**config.mk**
```make
export PLATFORM = sky130hd
export DESIGN_NAME = biu_arbiter
export DESIGN_NICKNAME = d
export VERILOG_FILES = /design/src/rtl/biu_arb_pkg.sv /design/src/rtl/rr_pick2.sv /design/src/rtl/biu_arbiter.sv
export SDC_FILE = /design/constraint.sdc
export NUM_CORES = 1
export LEC_CHECK = 0
export ABC_AREA = 1
export CELL_PAD_IN_SITES_DETAIL_PLACEMENT = 1
export CELL_PAD_IN_SITES_GLOBAL_PLACEMENT = 2
export CORE_MARGIN = 10
export CORE_UTILIZATION = 35
export CTS_BUF_LIST = sky130_fd_sc_hd__clkbuf_16
export CTS_CLUSTER_SIZE = 16
export DETAILED_ROUTE_END_ITERATION = 8
export DONT_BUFFER_PORTS = 1
export PLACE_DENSITY_LB_ADDON = 0.12
export SETUP_SLACK_MARGIN = 0.4
export SLEW_MARGIN = 25
export SYNTH_ARGS = -nofsm -noshare
export SYNTH_HDL_FRONTEND = slang
export SYNTH_HIERARCHICAL = 1
export SYNTH_SLANG_ARGS = --single-unit
```
**constraint.sdc**
```tcl
create_clock -name clk -period 1.5 [get_ports clk]
set_clock_uncertainty 0.05 [all_clocks]
set_input_delay 0.375 -clock clk [delete_from_list [all_inputs] [get_ports clk]]
set_output_delay 0.375 -clock clk [all_outputs]
set_load 0.05 [all_outputs]
```
**src/rtl/biu_arb_pkg.sv**
```systemverilog
// Shared constants for the BIU arbiter: FSM state encodings, BIU command selects and
// requester ids.
package biu_arb_pkg;

    localparam logic [1:0] ST_IDLE = 2'd0;
    localparam logic [1:0] ST_BUSY = 2'd1;
    localparam logic [1:0] ST_DONE = 2'd2;

    localparam logic [1:0] BIU_SEL_FETCH = 2'b00;
    localparam logic [1:0] BIU_SEL_LOAD  = 2'b01;
    localparam logic [1:0] BIU_SEL_STORE = 2'b10;

    localparam logic REQ_IFU = 1'b0;
    localparam logic REQ_LSU = 1'b1;

endpackage

```
**src/rtl/rr_pick2.sv**
```systemverilog
// Two-way round-robin picker: a lone requester wins outright, a tie goes to the
// requester that was not granted last. Bit 0 is the IFU, bit 1 the LSU.
module rr_pick2 (
    input  logic [1:0] req_i,
    input  logic       last_i,
    output logic       gnt_id_o,
    output logic       any_o
);

    assign any_o    = |req_i;
    assign gnt_id_o = (&req_i) ? ~last_i : req_i[1];

endmodule

```
**src/rtl/biu_arbiter.sv**
```systemverilog
// Round-robin arbiter sharing one BIU between instruction fetch and load/store.
// Define ARB_TIMEOUT_EN to abort BUSY after TIMEOUT_CYC cycles without biu_ready.
module biu_arbiter
    import biu_arb_pkg::*;
#(
    parameter int ADDR_W      = 16,
    parameter int DATA_W      = 32,
    parameter int TIMEOUT_CYC = 255
) (
    input  logic              clk,
    input  logic              rst_n,
    input  logic              ifu_req,
    input  logic [ADDR_W-1:0] ifu_addr,
    output logic              ifu_gnt,
    output logic              ifu_done,
    output logic [DATA_W-1:0] ifu_rdata,
    input  logic              lsu_req,
    input  logic              lsu_wr,
    input  logic [ADDR_W-1:0] lsu_addr,
    input  logic [DATA_W-1:0] lsu_wdata,
    output logic              lsu_gnt,
    output logic              lsu_done,
    output logic [DATA_W-1:0] lsu_rdata,
    output logic              biu_cs,
    output logic [1:0]        biu_sel,
    output logic [ADDR_W-1:0] biu_addr,
    output logic [DATA_W-1:0] biu_wdata,
    input  logic              biu_ready,
    input  logic [DATA_W-1:0] biu_rdata,
    output logic              arb_err,
    output logic [1:0]        dbg_state_o
);

    // Handshake: a requester raises req and holds it (with its command fields) until its
    // one-cycle done pulse; the BIU completes a command by strobing biu_ready with biu_rdata
    // while biu_cs is high, and biu_ready at any other time is ignored.
    logic [1:0]        state_q, state_d;
    logic              owner_q, owner_d;
    logic              last_q, last_d;
    logic [1:0]        sel_q, sel_d;
    logic [ADDR_W-1:0] addr_q, addr_d;
    logic [DATA_W-1:0] wdata_q, wdata_d;
    logic [DATA_W-1:0] ifu_rdata_q, ifu_rdata_d;
    logic [DATA_W-1:0] lsu_rdata_q, lsu_rdata_d;
    logic              err_q, err_d;
    logic              pick_id, pick_any;
    logic              timeout;

    rr_pick2 u_pick (
        .req_i    ({lsu_req, ifu_req}),
        .last_i   (last_q),
        .gnt_id_o (pick_id),
        .any_o    (pick_any)
    );

`ifdef ARB_TIMEOUT_EN
    localparam int CNT_W = ($clog2(TIMEOUT_CYC + 1) > 8) ? $clog2(TIMEOUT_CYC + 1) : 8;
    logic [CNT_W-1:0] cnt_q, cnt_d;

    // Counter holds the number of BUSY cycles already completed, so the abort lands on the
    // TIMEOUT_CYC-th BUSY cycle.
    always_comb begin
        cnt_d = '0;
        if (state_q == ST_BUSY) cnt_d = cnt_q + 1'b1;
    end

    assign timeout = (state_q == ST_BUSY) && (cnt_q == CNT_W'(TIMEOUT_CYC - 1));

    always_ff @(posedge clk or negedge rst_n) begin
        if (!rst_n) cnt_q <= '0;
        else        cnt_q <= cnt_d;
    end
`else
    logic unused_timeout_cyc;
    assign unused_timeout_cyc = (TIMEOUT_CYC == 0);
    assign timeout            = 1'b0;
`endif

    always_comb begin
        state_d     = state_q;
        owner_d     = owner_q;
        last_d      = last_q;
        sel_d       = sel_q;
        addr_d      = addr_q;
        wdata_d     = wdata_q;
        ifu_rdata_d = ifu_rdata_q;
        lsu_rdata_d = lsu_rdata_q;
        err_d       = 1'b0;
        case (state_q)
            ST_IDLE: begin
                if (pick_any) begin
                    owner_d = pick_id;
                    last_d  = pick_id;
                    state_d = ST_BUSY;
                    if (pick_id == REQ_IFU) begin
                        sel_d   = BIU_SEL_FETCH;
                        addr_d  = ifu_addr;
                        wdata_d = '0;
                    end else begin
                        sel_d   = lsu_wr ? BIU_SEL_STORE : BIU_SEL_LOAD;
                        addr_d  = lsu_addr;
                        wdata_d = lsu_wr ? lsu_wdata : '0;
                    end
                end
            end
            ST_BUSY: begin
                if (biu_ready) begin
                    state_d = ST_DONE;
                    if (owner_q == REQ_IFU)          ifu_rdata_d = biu_rdata;
                    else if (sel_q != BIU_SEL_STORE) lsu_rdata_d = biu_rdata;
                end else if (timeout) begin
                    state_d = ST_DONE;
                    err_d   = 1'b1;
                    if (owner_q == REQ_IFU) ifu_rdata_d = '0;
                    else                    lsu_rdata_d = '0;
                end
            end
            default: state_d = ST_IDLE;
        endcase
    end

    always_ff @(posedge clk or negedge rst_n) begin
        if (!rst_n) begin
            state_q     <= ST_IDLE;
            owner_q     <= REQ_IFU;
            last_q      <= REQ_LSU;
            sel_q       <= BIU_SEL_FETCH;
            addr_q      <= '0;
            wdata_q     <= '0;
            ifu_rdata_q <= '0;
            lsu_rdata_q <= '0;
            err_q       <= 1'b0;
        end else begin
            state_q     <= state_d;
            owner_q     <= owner_d;
            last_q      <= last_d;
            sel_q       <= sel_d;
            addr_q      <= addr_d;
            wdata_q     <= wdata_d;
            ifu_rdata_q <= ifu_rdata_d;
            lsu_rdata_q <= lsu_rdata_d;
            err_q       <= err_d;
        end
    end

    assign biu_cs      = (state_q == ST_BUSY);
    assign ifu_gnt     = (state_q != ST_IDLE) && (owner_q == REQ_IFU);
    assign lsu_gnt     = (state_q != ST_IDLE) && (owner_q == REQ_LSU);
    assign ifu_done    = (state_q == ST_DONE) && (owner_q == REQ_IFU);
    assign lsu_done    = (state_q == ST_DONE) && (owner_q == REQ_LSU);
    assign ifu_rdata   = ifu_rdata_q;
    assign lsu_rdata   = lsu_rdata_q;
    assign biu_sel     = sel_q;
    assign biu_addr    = addr_q;
    assign biu_wdata   = wdata_q;
    assign arb_err     = err_q;
    assign dbg_state_o = state_q;

endmodule

```
==> insert_results.sql <==
INSERT INTO impl_metrics (metric_group, metric, value, unit) VALUES
('clock_network', 'cts_hold_buf', '1', ''),
('critical_path', 'end_kind', 'output port', ''),
('floorplan', 'placement_rows', '44', ''),
('global_routing', 'global_route_wire_length_before_repair', '29.1', 'mm'),
('synth', 'yosysWarningCount', '6', ''),
('sta', 'timing_hold_violations_final', '118', ''),
('sta', 'final.setup.worst_slack', '-280', 'ps'),
('synth', 'most_area_hungry_cell_type_in_the_yosys_netlist', 'sky130_fd_sc_hd__dfrtp_1', ''),
('critical_path', 'setup.worst_path.class', 'reg -> out', ''),
('sta', 'setup_repair_after_global_routing_missed_its_margin', 'true', ''),
('floorplan', 'floorplan.die_area', '20000', 'um^2'),
('synth', 'avgSynthCellArea', '8.53', 'um^2'),
('critical_path', 'worst_path_largest_cell_delay', '420', 'ps'),
('sta', 'fmax', '0.562', 'GHz'),
('global_routing', 'grt_start_max_net_pins', '119', ''),
('clock_network', 'clockBufferDepth', '2', ''),
('synth', 'postSynth.asyncResetShare', '100', '%'),
('flow_run', 'drv.max_cap_violation_count', '0', ''),
('layout', 'number_of_diodes_added_for_antenna_fixing', '0', ''),
('synth', 'synth_seq_area_share', '57.1', '%'),
('power', 'vdd.ir_drop.worst', '1.06', 'mV'),
('synth', 'synthTopCellsByCount', 'sky130_fd_sc_hd__nand2_1 (266), sky130_fd_sc_hd__dfrtp_1 (117), sky130_fd_sc_hd__inv_1 (54), sky130_fd_sc_hd__o21ai_0 (36)', ''),
('critical_path', 'critical_path_cell_by_cell', 'buf_6 > nor3_4 > buf_12', ''),
('placement', 'detailed_place.area', '5500', 'um^2'),
('detailed_routing', 'detail_route.drc_violations', '0', ''),
('synth', 'ys_types', '22', ''),
('floorplan', 'die_height', '142', 'um'),
('sta', 'period_share', '119', '%'),
('clock_network', 'ctsRootBufferMaster', 'sky130_fd_sc_hd__clkbuf_16', ''),
('global_routing', 'grt_overflow', '0', ''),
('synth', 'yosys_register_bits', '118', ''),
('power', 'power.leakage', '3.61', 'nW'),
('critical_path', 'r2r_start', 'dbg_state_o[0]', ''),
('global_routing', 'gr-usage-all-layers', '19.0', '%'),
('clock_network', 'tritoncts.num_buffers', '17', ''),
('hold_path', 'hold_path.class', 'in -> async', ''),
('floorplan', 'placeableCoreArea', '14500', 'um^2'),
('synth', 'syn_inst', '606', ''),
('detailed_routing', 'vias', '4270', ''),
('critical_path', 'worst_ep_arrival_time', '1350', 'ps'),
('layout', 'flow.area_growth_from_synthesis', '48.1', '%'),
('synth', 'syn_area', '5170', 'um^2'),
('critical_path', 'worst-path-max-fanout', '4', ''),
('synth', 'synth_top_cell_area_share', '56.6', '%'),
('detailed_routing', 'route.detailed.wl_per_inst', '22.7', 'um'),
('global_routing', 'grt_pass1_vias', '4766', ''),
('synth', 'yosysMostFrequentCell', 'sky130_fd_sc_hd__nand2_1', ''),
('critical_path', 'crit_path_from', 'owner_q', ''),
('sta', 'hold_slack', '-393', 'ps'),
('placement', 'dpl.hpwl', '11.4', 'mm'),
('placement', 'finalWeightedCongestion', '0.792', ''),
('detailed_routing', 'drt_pass1_iterations', '4', ''),
('clock_network', 'ctsHtreeMaxLevel', '4', ''),
('detailed_routing', 'dr.first_iter.drc_count', '177', ''),
('status', 'status', 'finished with violations', ''),
('layout', 'multi_input_comb_area', '2330', 'um^2'),
('synth', 'synth_enable_flop_cells', '0', ''),
('status', 'violated_checks', 'negative hold slack, negative setup slack', ''),
('detailed_routing', 'ant_nets', '0', ''),
('critical_path', 'cp_data_required_time', '1070', 'ps'),
('sta', 'setup_violations', '59', ''),
('placement', 'port_buffers', '0', ''),
('layout', 'layout-drive-gt1-share', '48.3', '%'),
('floorplan', 'chipWidth', '142', 'um'),
('floorplan', 'initial_core_util', '35.7', '%'),
('power', 'power_density_over_the_cells', '2900', 'nW/um^2'),
('detailed_routing', 'route.detailed.vias_per_inst', '4.98', ''),
('clock_network', 'clk_pin_slew_worst_paths', '50', 'ps'),
('synth', 'yosys-top-cells-area', 'sky130_fd_sc_hd__dfrtp_1 (57%), sky130_fd_sc_hd__nand2_1 (19%), sky130_fd_sc_hd__o21bai_1 (4.6%), sky130_fd_sc_hd__inv_1 (3.9%), sky130_fd_sc_hd__o21ai_0 (3.5%)', ''),
('critical_path', 'cpMaxStageDelayCell', 'sky130_fd_sc_hd__dfrtp_2', ''),
('clock_network', 'cts.sink_count', '118', '');
-- logic make-up (layout without fill, tap and decap cells) --
group	Yosys count	after routing	share of synthesized area, %
AND/OR/NAND/NOR	309	311	24.0
AO/OA/AOI/OAI	85	85	9.77
buffers and inverters	93	158	9.02
flip-flops	118	118	57.1
other	1	1	0.0725
-- worst max-delay path: cells and delay by family (launching register included) --
family	cells	cell delay, ps
DFF	1	420
buffers and inverters	2	300
and+or+nand+nor	1	210
-- sequential cells by signal, indices dropped and copies added, names as in the netlist --
signal and flops:
biu_sel 2, lsu_rdata 32, biu_addr 16, owner_q 1, dbg_state_o 2, last_q 1, ifu_rdata 32, biu_wdata 32
-- cell type report --
class / count / area share (%)
Sequential cell: 118 / 40.4
Multi-Input combinational cell: 397 / 30.4
Timing Repair Buffer: 67 / 15.4
Clock buffer: 17 / 5.56
Inverter: 56 / 3.07
Tap cell: 184 / 3.01
Clock inverter: 15 / 1.60
Timing Repair inverter: 3 / 0.507
-- worst paths after layout --
check	slack, ps	to	cells past startpoint
setup / recovery	-280	ifu_done	3
hold / removal	-390	lsu_rdata[24]	0
setup reg to reg	-250	biu_sel[0]	9
hold reg to reg	430	last_q	2
max in group asynchronous	1480	last_q	0
min in group clk	20	lsu_rdata[0]	2
-- cell usage in the layout, fill, tap and decap left out, types with 12 or more instances in the layout --
cell type / instances
sky130_fd_sc_hd__clkbuf_16: 19
sky130_fd_sc_hd__buf_4: 12
sky130_fd_sc_hd__buf_16: 16
sky130_fd_sc_hd__inv_1: 54
sky130_fd_sc_hd__o21ai_2: 33
sky130_fd_sc_hd__dfrtp_2: 111
sky130_fd_sc_hd__nand2_1: 202
sky130_fd_sc_hd__nand2_2: 35
sky130_fd_sc_hd__buf_6: 13
sky130_fd_sc_hd__o21bai_1: 31
sky130_fd_sc_hd__o21ai_0: 16
sky130_fd_sc_hd__nand2_4: 30
sky130_fd_sc_hd__nand3_1: 32
sky130_fd_sc_hd__buf_12: 20
-- report_power, final --
part | internal, mW | switching (mW)
combinational | 3.75 | 4.09
sequential | 4.78 | 5.75
clock | 2.39 | 1.46
total | 10.9 | 11.3
-- what timing repair did --
action	CTS	global route
pin swaps	13	17
setup buffers	19	6
cloned	20	2
gates resized for setup	227	75
hold endpoints to repair	119	118
setup endpoints to repair	238	239
-- layer usage --
layer	GRT usage, %	share of wire (%)	up-vias
met5	0	0	-
met4	6.62	1.8	0
met3	9.15	10	25
met2	31.6	52	151
met1	20.5	36	2097
li1	-	-	1997
-- through the flow --
stage	cells	util (%)	total power, mW	worst slack, ps
2_1_floorplan	606	-	13.1	-41.8
3_3_place_gp	777	38.0	14.3	65.9
3_5_place_dp	777	38.0	14.4	31.2
4_1_cts	849	49.8	21.3	-292
5_1_grt	857	52.9	23.3	-333
6_report	857	52.9	22.2	-280
No activity file was read; power rests on OpenSTA's default activity.
